<file path="config.mk">
export PLATFORM = sky130hd
export DESIGN_NAME = vending_ctrl
export DESIGN_NICKNAME = d
export VERILOG_FILES = /design/src/rtl/vending_pkg.sv /design/src/rtl/vending_out_decode.sv /design/src/rtl/vending_ctrl.sv
export SDC_FILE = /design/constraint.sdc
export NUM_CORES = 1
export LEC_CHECK = 0
export BUFFER_PORTS_ARGS = -buffer_cell sky130_fd_sc_hd__buf_2
export CORE_MARGIN = 2
export CORE_UTILIZATION = 30
export DETAILED_ROUTE_END_ITERATION = 6
export PLACE_DENSITY_LB_ADDON = 0.12
export SLEW_MARGIN = 20
export SYNTH_ARGS = -nofsm -noshare
export SYNTH_HDL_FRONTEND = slang
export SYNTH_SLANG_ARGS = --single-unit
</file>
<file path="constraint.sdc">
create_clock -name clk -period 3.6 [get_ports clk]
set_clock_uncertainty 0.15 [all_clocks]
set_input_delay 0.18 -clock clk [delete_from_list [all_inputs] [get_ports clk]]
set_output_delay 0.18 -clock clk [all_outputs]
set_load 0.005 [all_outputs]
</file>
<file path="src/rtl/vending_pkg.sv">
// Shared types and helpers for the vending-machine controller.
package vending_pkg;

    typedef enum logic [1:0] {
        IDLE    = 2'b00,
        COLLECT = 2'b01,
        VEND    = 2'b10,
        REFUND  = 2'b11
    } state_t;

    // Widest price table the slice helper can address.
    localparam int unsigned MAX_TABLE_W = 512;

    function automatic logic [31:0] price_slice(
        input logic [MAX_TABLE_W-1:0] table_bits,
        input int unsigned            idx,
        input int unsigned            val_w
    );
        logic [MAX_TABLE_W-1:0] shifted;
        logic [31:0]            mask;
        shifted = table_bits >> (idx * val_w);
        mask    = (val_w >= 32) ? 32'hFFFF_FFFF : ((32'd1 << val_w) - 32'd1);
        return shifted[31:0] & mask;
    endfunction

endpackage

</file>
<file path="src/rtl/vending_out_decode.sv">
// Moore output decode: controller state to dispenser/hopper strobes.
module vending_out_decode
    import vending_pkg::*;
(
    input  state_t i_state,
    output logic   o_vend_valid,
    output logic   o_money_ret,
    output logic   o_busy
);

    always_comb begin
        o_vend_valid = 1'b0;
        o_money_ret  = 1'b0;
        o_busy       = 1'b0;
        case (i_state)
            VEND: begin
                o_vend_valid = 1'b1;
                o_busy       = 1'b1;
            end
            REFUND: begin
                o_money_ret = 1'b1;
                o_busy      = 1'b1;
            end
            default: ;
        endcase
    end

endmodule

</file>
<file path="src/rtl/vending_ctrl.sv">
// Vending controller: coin credit, item selection, vend handshake and
// unit-by-unit refund of remaining credit.
module vending_ctrl
    import vending_pkg::*;
#(
    parameter int unsigned             N_ITEMS     = 4,
    parameter int unsigned             VAL_W       = 8,
    parameter int unsigned             CHANGE_UNIT = 5,
    parameter logic [N_ITEMS*VAL_W-1:0] PRICES     = {8'd40, 8'd25, 8'd15, 8'd10}
) (
    input  logic                       clk,
    input  logic                       rst,
    input  logic                       coin_valid,
    input  logic [VAL_W-1:0]           coin_value,
    output logic                       coin_accept,
    output logic                       coin_reject,
    input  logic                       sel_valid,
    input  logic [$clog2(N_ITEMS)-1:0] sel_item,
    output logic                       sel_deny,
    input  logic                       cancel,
    output logic                       vend_valid,
    output logic [$clog2(N_ITEMS)-1:0] vend_item,
    input  logic                       vend_ready,
    output logic                       money_ret,
    output logic                       busy,
    output logic [VAL_W-1:0]           credit
);

    localparam int unsigned            IDX_W      = $clog2(N_ITEMS);
    localparam logic [VAL_W-1:0]       CU_V       = VAL_W'(CHANGE_UNIT);
    localparam logic [MAX_TABLE_W-1:0] PRICES_EXT = MAX_TABLE_W'(PRICES);

    // Every price must be a nonzero whole number of change units.
    for (genvar g = 0; g < N_ITEMS; g++) begin : g_price_chk
        if (CHANGE_UNIT == 0 ||
            price_slice(PRICES_EXT, g, VAL_W) == 0 ||
            (price_slice(PRICES_EXT, g, VAL_W) % CHANGE_UNIT) != 0) begin : g_bad
            $error("vending_ctrl: price of item %0d is not a nonzero multiple of CHANGE_UNIT", g);
        end
    end

    state_t           r_state, w_state_nxt;
    logic [VAL_W-1:0] r_credit, w_credit_nxt;
    logic [IDX_W-1:0] r_vend_item, w_vend_item_nxt;
    logic             r_coin_accept, w_coin_accept_nxt;
    logic             r_coin_reject, w_coin_reject_nxt;
    logic             r_sel_deny, w_sel_deny_nxt;

    logic [VAL_W:0]   w_sum;
    logic [VAL_W-1:0] w_price;
    logic             w_coin_ok;
    logic             w_item_ok;

    // One extra bit so an overflowing coin is caught instead of wrapping.
    assign w_sum     = {1'b0, r_credit} + {1'b0, coin_value};
    assign w_coin_ok = (coin_value != '0) && ((coin_value % CU_V) == '0) && !w_sum[VAL_W];
    assign w_price   = VAL_W'(price_slice(PRICES_EXT, 32'(sel_item), VAL_W));
    assign w_item_ok = 32'(sel_item) < 32'(N_ITEMS);

    // NOTE: every signal assigned below gets a default first, otherwise
    // paths that skip an assignment would infer latches.
    always_comb begin
        w_state_nxt       = r_state;
        w_credit_nxt      = r_credit;
        w_vend_item_nxt   = r_vend_item;
        w_coin_accept_nxt = 1'b0;
        w_coin_reject_nxt = 1'b0;
        w_sel_deny_nxt    = 1'b0;

        case (r_state)
            IDLE, COLLECT: begin
                if (cancel) begin
                    w_coin_reject_nxt = coin_valid;
                    if (r_state == COLLECT) w_state_nxt = REFUND;
                end else if (sel_valid) begin
                    w_coin_reject_nxt = coin_valid;
                    if (r_state == IDLE || !w_item_ok || r_credit < w_price) begin
                        w_sel_deny_nxt = 1'b1;
                    end else begin
                        w_credit_nxt    = r_credit - w_price;
                        w_vend_item_nxt = sel_item;
                        w_state_nxt     = VEND;
                    end
                end else if (coin_valid) begin
                    if (w_coin_ok) begin
                        w_coin_accept_nxt = 1'b1;
                        w_credit_nxt      = w_sum[VAL_W-1:0];
                        w_state_nxt       = COLLECT;
                    end else begin
                        w_coin_reject_nxt = 1'b1;
                    end
                end
            end
            VEND: begin
                w_coin_reject_nxt = coin_valid;
                if (vend_ready) w_state_nxt = (r_credit != '0) ? REFUND : IDLE;
            end
            REFUND: begin
                w_coin_reject_nxt = coin_valid;
                if (r_credit <= CU_V) begin
                    w_credit_nxt = '0;
                    w_state_nxt  = IDLE;
                end else begin
                    w_credit_nxt = r_credit - CU_V;
                end
            end
            default: w_state_nxt = IDLE;
        endcase
    end

    // NOTE: state registers use non-blocking assignments so every flop
    // samples pre-edge values regardless of block evaluation order.
    always_ff @(posedge clk) begin
        if (rst) begin
            r_state       <= IDLE;
            r_credit      <= '0;
            r_vend_item   <= '0;
            r_coin_accept <= 1'b0;
            r_coin_reject <= 1'b0;
            r_sel_deny    <= 1'b0;
        end else begin
            r_state       <= w_state_nxt;
            r_credit      <= w_credit_nxt;
            r_vend_item   <= w_vend_item_nxt;
            r_coin_accept <= w_coin_accept_nxt;
            r_coin_reject <= w_coin_reject_nxt;
            r_sel_deny    <= w_sel_deny_nxt;
        end
    end

    vending_out_decode u_out_decode (
        .i_state      (r_state),
        .o_vend_valid (vend_valid),
        .o_money_ret  (money_ret),
        .o_busy       (busy)
    );

    assign coin_accept = r_coin_accept;
    assign coin_reject = r_coin_reject;
    assign sel_deny    = r_sel_deny;
    assign vend_item   = r_vend_item;
    assign credit      = r_credit;

endmodule

</file>
==> results of run 1 <==
## sequential cells by signal (all words and copies together) (netlist names)
signal / cells
vend_item: 2
r_state: 2
coin_reject: 1
coin_accept: 1
sel_deny: 1
credit: 8
## power by group through the flow
stage                     Combinational (W)  Sequential, W  Clock (W)
after floorplan                    0.000296       0.000208          0
after global placement             0.000401       0.000220          0
after detailed placement           0.000399       0.000219          0
after CTS                          0.000401       0.000216   0.000150
after global routing               0.000449       0.000221   0.000155
final                              0.000401       0.000215   0.000144
## metrics by stage
step / cell area (µm²) / cells
6_report: 2470 / 423
5_1_grt: 2470 / 423
4_1_cts: 2470 / 423
3_5_place_dp: 2420 / 419
3_3_place_gp: 2420 / 419
2_1_floorplan: 2170 / 297
## metal layers
layer | track usage | vias up | routed length, µm
met5 | 0 | - | 0
met1 | 0.251 | 1032 | 3210
li1 | - | 1142 | -
met4 | 0.0393 | 0 | 105
met2 | 0.267 | 57 | 2910
met3 | 0.0185 | 8 | 301
## cell type report
class                      count  area, µm²  share of cell area
tap                           99        124              0.0502
multi-input combinational    243       1700               0.689
inverter                      24       90.1              0.0365
timing repair buffer          38        208              0.0841
clock buffer                   3       41.3              0.0167
clock inverter                 1       5.00             0.00203
sequential                    15        300               0.122
## Yosys cell counts, types with 3 or more instances
cell type | number | area share
nor2_1 | 28 | 0.048
nand2_1 | 26 | 0.045
a21oi_1 | 23 | 0.053
inv_1 | 23 | 0.040
ha_1 | 20 | 0.12
o21ai_0 | 17 | 0.039
dfxtp_1 | 15 | 0.14
xnor2_1 | 9 | 0.036
clkbuf_1 | 8 | 0.014
nand2b_1 | 8 | 0.023
nor2b_1 | 6 | 0.017
o22ai_1 | 6 | 0.017
a31oi_1 | 5 | 0.014
nor3_1 | 5 | 0.012
nor3b_1 | 5 | 0.017
a21o_1 | 4 | 0.014
buf_4 | 4 | 0.014
nor4_1 | 4 | 0.012
o211ai_1 | 4 | 0.014
xor2_1 | 4 | 0.016
a32o_1 | 3 | 0.014
and3b_1 | 3 | 0.012
nand3_1 | 3 | 0.0069
o211a_1 | 3 | 0.014
o21ai_1 | 3 | 0.0069
o31ai_1 | 3 | 0.010
## critical path: cells and delay by family
kind                       cells  cell delay, ns
adders and majority gates      3            0.84
buffers and inverters          4            0.26
AOI/OAI and AO/OA              9            1.98
## layout by cell type, fill, tap and decap left out, types with 4 or more instances in the layout
master	count
buf_2	31
nor2_1	28
nand2_1	26
inv_1	23
a21oi_1	23
ha_1	20
o21ai_0	17
dfxtp_1	15
xnor2_1	9
nand2b_1	8
buf_4	7
nor2b_1	6
o22ai_1	6
nor3b_1	5
nor3_1	5
a31oi_1	5
a21o_1	4
xor2_1	4
nor4_1	4
o211ai_1	4
## worst max-delay path by stage
stage,from,to,depth (start not counted)
2_1_floorplan,sel_item[0],credit[4],16
3_3_place_gp,sel_item[0],credit[4],16
3_5_place_dp,sel_item[0],credit[4],16
4_1_cts,sel_item[0],credit[4],16
5_1_grt,sel_item[0],credit[4],16
6_report,sel_item[0],credit[4],16
## kinds of logic after synthesis
logic type                 Yosys count  share of synthesized area
xor gates and xnor gates            13                     0.0524
adders and majority gates           22                      0.134
buffers and inverters               39                     0.0784
DFF                                 15                      0.138
AOI/OAI and AO/OA                  100                      0.325
and+or+nand+nor                    108                      0.272
==> impl_metrics.env, run 1 <==
export IMPL_nFillCells=819
export IMPL_n_antenna_cell=0
export IMPL_finalHoldViolations=0
export IMPL_fin_util=0.346
export IMPL_worstSkewPairLatency_ns=0.25
export IMPL_r2r_end="credit[4]"
export IMPL_h_tree_depth=1
export IMPL_syn_mean_instance_area_um2=7.31
export IMPL_ff2ff_setup_slack_ns=0.32
export IMPL_cts_setup_buffers=0
export IMPL_gp_congestion=0.884
export IMPL_fp_row_count=31
export IMPL_r2r_start="credit[0]"
export IMPL_die_y_um=89.1
export IMPL_dp_hpwl_mm=5.11
export IMPL_postLayoutSetupSlackWorst_ns=0.311
export IMPL_start_util=0.304
export IMPL_cts_root_buf="clkbuf_8"
export IMPL_holdWs_ns=0.0598
export IMPL_antenna_found_initial=0
export IMPL_crit_path_start_kind="input port"
export IMPL_crit_top_cell="inv_1"
export IMPL_synth_fp_nets=335
export IMPL_layout_nets=363
export IMPL_dieArea_um2=7930
export IMPL_layout_drive_gt1_share=0.173
export IMPL_clock_path_buffers=2
export IMPL_drv_slew=0
export IMPL_first_pass_iters=5
export IMPL_p_clk_frac=0.189
export IMPL_clock_sinks=15
export IMPL_synth_seq_cells=15
export IMPL_drtAntennaViolNets=0
export IMPL_grt_max_degree=23
export IMPL_worstPathMaxFanout=13
export IMPL_grt_pass1_vias=2071
export IMPL_cap_viol_max_count=0
export IMPL_p_sw_frac=0.433
export IMPL_min_path_cells=3
export IMPL_fin_crit_sh=0.914
export IMPL_cts_hold_buf=0
export IMPL_core_area_um2=7140
export IMPL_cp_data_arrival_time_ns=3.27
export IMPL_reg2reg_depth=13
export IMPL_dpl_worst_slack_ns=0.0926
export IMPL_die_w_um=89.1
export IMPL_ys_seq_area_frac=0.138
export IMPL_netlist_area_um2=2170
export IMPL_tightest_slew_ns=0.476
export IMPL_intPower_w=0.000431
export IMPL_clkTransAtPathRegs_ns=0.07
export IMPL_setup_viol=0
export IMPL_pin_count=32
export IMPL_hold_end="coin_accept"
export IMPL_hp_class="input port to flip-flop"
export IMPL_totalWireLength_mm=6.53
export IMPL_synth_async_sr_flop_share=0
export IMPL_cts_made_buffers=3
export IMPL_outcome="finished clean"
export IMPL_grt_ovfl_total=0
export IMPL_ys_warn_count=0
export IMPL_p_switching_w=0.000329
export IMPL_drc_errors=0
export IMPL_ir_drop_uv=124
export IMPL_wl_per_cell_um=15.4
export IMPL_p_leak_nw=1.13
export IMPL_routed_via_density=5.29
export IMPL_syn_to_final_growth_pct=13.7
export IMPL_slowest_delay_ns=0.44
export IMPL_total_power_w=0.000760
export IMPL_slowest_stage="a2111o_1"
export IMPL_portBuffers=31
export IMPL_fmax_ghz=0.304
export IMPL_hp_start="coin_valid"
export IMPL_synth_cell_types=71
export IMPL_period_needed_ns=3.29
export IMPL_crit_path_end_kind="flip-flop"
export IMPL_grt_pass1_wl_mm=10.6
export IMPL_dr_first_iter_drc_count=170
export IMPL_synth_cells=297
export IMPL_fin_tns_setup_ns=0
export IMPL_power_density_nw_per_um2=308
export IMPL_tritoncts="done"
export IMPL_max_slew_margin_rel=0.674
export IMPL_power_share_sequential=0.283
export IMPL_path_cells="buf_2, inv_1, ha_1, inv_1, ha_1, inv_1, fa_1, a21o_1, a31o_2, a2111o_1, a31oi_1, o21ai_0, a21boi_1, a32o_2, o32ai_1, a21oi_1"
export IMPL_rsz0062_at_grt="no"
export IMPL_gr_usage_all_layers=0.171
export IMPL_ctsResizeCount=0
export IMPL_vias=2239
export IMPL_synth_ff_type="dfxtp_1"
export IMPL_synth_edf_count=0
export IMPL_combPwrFrac=0.528
export IMPL_critPathKind="input port to flip-flop"
export IMPL_worst_endpoint_required_ns=3.58
(Power assumes the default switching activity.)
==> inputs of run 2 (changes only) <==
CELL_PAD_IN_SITES_DETAIL_PLACEMENT = 0   (was not set)
CELL_PAD_IN_SITES_GLOBAL_PLACEMENT = 1   (was not set)
==> run 2 against run 1 <==
Non-clock buffer count is the same. Final area is the same. Hold slack lost 0.011 ns. Fmax shrank 0.97%. Clock power is essentially flat. Largest power group unchanged.
==> impl_metrics.env, run 2 (same netlist as run 1, synthesis figures left out) <==
export IMPL_outcome="finished clean"
export IMPL_total_power_w=0.000764
export IMPL_drv_slew=0
export IMPL_wl_per_cell_um=15.8
export IMPL_drtAntennaViolNets=0
export IMPL_h_tree_depth=1
export IMPL_gr_usage_all_layers=0.177
export IMPL_p_switching_w=0.000333
export IMPL_grt_ovfl_total=0
export IMPL_max_slew_margin_rel=0.682
export IMPL_start_util=0.304
export IMPL_period_needed_ns=3.32
export IMPL_holdWs_ns=0.0492
export IMPL_die_y_um=89.1
export IMPL_worst_endpoint_required_ns=3.58
export IMPL_first_pass_iters=4
export IMPL_ir_drop_uv=117
export IMPL_layout_common_cells="31 x buf_2, 28 x nor2_1, 26 x nand2_1"
export IMPL_layout_commonest_cell="buf_2"
export IMPL_ctsResizeCount=0
export IMPL_critical_path_top_delay_family="compound AO/OA/AOI/OAI gates"
export IMPL_routed_via_density=5.26
export IMPL_clkTransAtPathRegs_ns=0.07
export IMPL_placed_cell_area_um2=2420
export IMPL_fin_util=0.346
export IMPL_nFillCells=795
export IMPL_syn_to_final_growth_pct=13.7
export IMPL_setup_viol=0
export IMPL_clock_sinks=15
export IMPL_cts_root_buf="clkbuf_8"
export IMPL_power_density_nw_per_um2=310
export IMPL_portBuffers=31
export IMPL_grt_pass1_vias=2074
export IMPL_cts_setup_buffers=0
export IMPL_intPower_w=0.000431
export IMPL_layout_nets=363
export IMPL_min_path_cells=3
export IMPL_tightest_slew_ns=0.472
export IMPL_critPathKind="flip-flop to flip-flop"
export IMPL_ff_latch_area_um2=300
export IMPL_largest_reg_flops=8
export IMPL_gp_congestion=0.836
export IMPL_path_cells="inv_1, ha_1, inv_1, fa_1, a21o_1, a31o_2, a2111o_1, a31oi_1, o21ai_0, a21boi_1, a32o_2, o32ai_1, a21oi_1"
export IMPL_fp_row_count=31
export IMPL_finalHoldViolations=0
export IMPL_grt_pass1_wl_mm=10.9
export IMPL_grt_max_degree=23
export IMPL_pin_count=32
export IMPL_p_sw_frac=0.436
export IMPL_slowest_stage="a2111o_1"
export IMPL_tritoncts="done"
export IMPL_combPwrFrac=0.528
export IMPL_die_w_um=89.1
export IMPL_worstSkewPairLatency_ns=0.25
export IMPL_critical_path_depth=13
export IMPL_crit_path_start_kind="flip-flop"
export IMPL_vias=2223
export IMPL_crit_top_cell="inv_1"
export IMPL_multiInputGateArea_um2=1700
export IMPL_cp_buffers_inverters=2
export IMPL_drc_errors=0
export IMPL_antenna_found_initial=0
export IMPL_crit_path_end_kind="flip-flop"
export IMPL_clock_path_buffers=2
export IMPL_p_clk_frac=0.192
export IMPL_stdcell_area_um2=2470
export IMPL_cp_data_arrival_time_ns=3.30
export IMPL_cts_hold_buf=0
export IMPL_cap_viol_max_count=0
export IMPL_fmax_ghz=0.301
export IMPL_p_leak_nw=1.13
export IMPL_dp_hpwl_mm=5.29
export IMPL_dieArea_um2=7930
export IMPL_core_area_um2=7140
export IMPL_n_antenna_cell=0
export IMPL_hp_class="input port to flip-flop"
export IMPL_fin_crit_sh=0.923
export IMPL_worstPathMaxFanout=13
export IMPL_dr_first_iter_drc_count=159
export IMPL_power_share_sequential=0.280
export IMPL_slowest_delay_ns=0.44
export IMPL_fin_tns_setup_ns=0
export IMPL_cts_made_buffers=3
export IMPL_totalWireLength_mm=6.70
export IMPL_rsz0062_at_grt="no"
export IMPL_reg2reg_depth=13
export IMPL_layout_drive_gt1_share=0.173
[run 2: cell counts in the layout (fill, tap and decap cells not counted)]
Identical to the previous run, type by type.
[run 2: worst register-to-register path, delay by kind of cell (launching register included)]
kind,cells,cell delay (ns)
AOI/OAI and AO/OA,9,1.93
adders and majority gates,2,0.57
buffers and inverters,2,0.16
DFF,1,0.38
[run 2: worst paths after layout]
check | from | slack [ns] | end
setup / recovery | credit[0] | 0.28 | credit[4]
hold / removal | coin_valid | 0.05 | coin_accept
setup reg to reg | credit[0] | 0.28 | credit[4]
hold reg to reg | vend_item[1] | 0.34 | vend_item[1]
[run 2: area by class of cell]
class | count | share of cell area
Inverter | 24 | 0.0365
Tap cell | 99 | 0.0502
Multi-Input combinational cell | 243 | 0.689
Timing Repair Buffer | 38 | 0.0841
Clock buffer | 3 | 0.0167
Sequential cell | 15 | 0.122
Clock inverter | 1 | 0.00203
[run 2: stage by stage]
step	cells	worst slack, ns
after global routing	423	0.0645
final	423	0.278
after floorplan	297	0.382
after CTS	423	0.277
after detailed placement	419	0.104
after global placement	419	0.154
[run 2: routing by layer]
| layer | part of all wire | vias to the layer above | track usage | wire (µm) |
|---|---|---|---|---|
| met3 | 0.048 | 8 | 0.0240 | 319 |
| met1 | 0.49 | 1034 | 0.255 | 3260 |
| met4 | 0.012 | 0 | 0.0421 | 78 |
| met2 | 0.45 | 36 | 0.282 | 3040 |
| met5 | 0 | - | 0 | 0 |
| li1 | - | 1145 | - | - |
[run 2: power by group through the flow]
stage	Combinational (W)	Sequential, W	Clock [W]
floorplan	0.000296	0.000208	0
global placement	0.000407	0.000220	0
detailed placement	0.000402	0.000218	0
CTS	0.000405	0.000215	0.000148
global route	0.000457	0.000219	0.000154
finish	0.000404	0.000214	0.000147
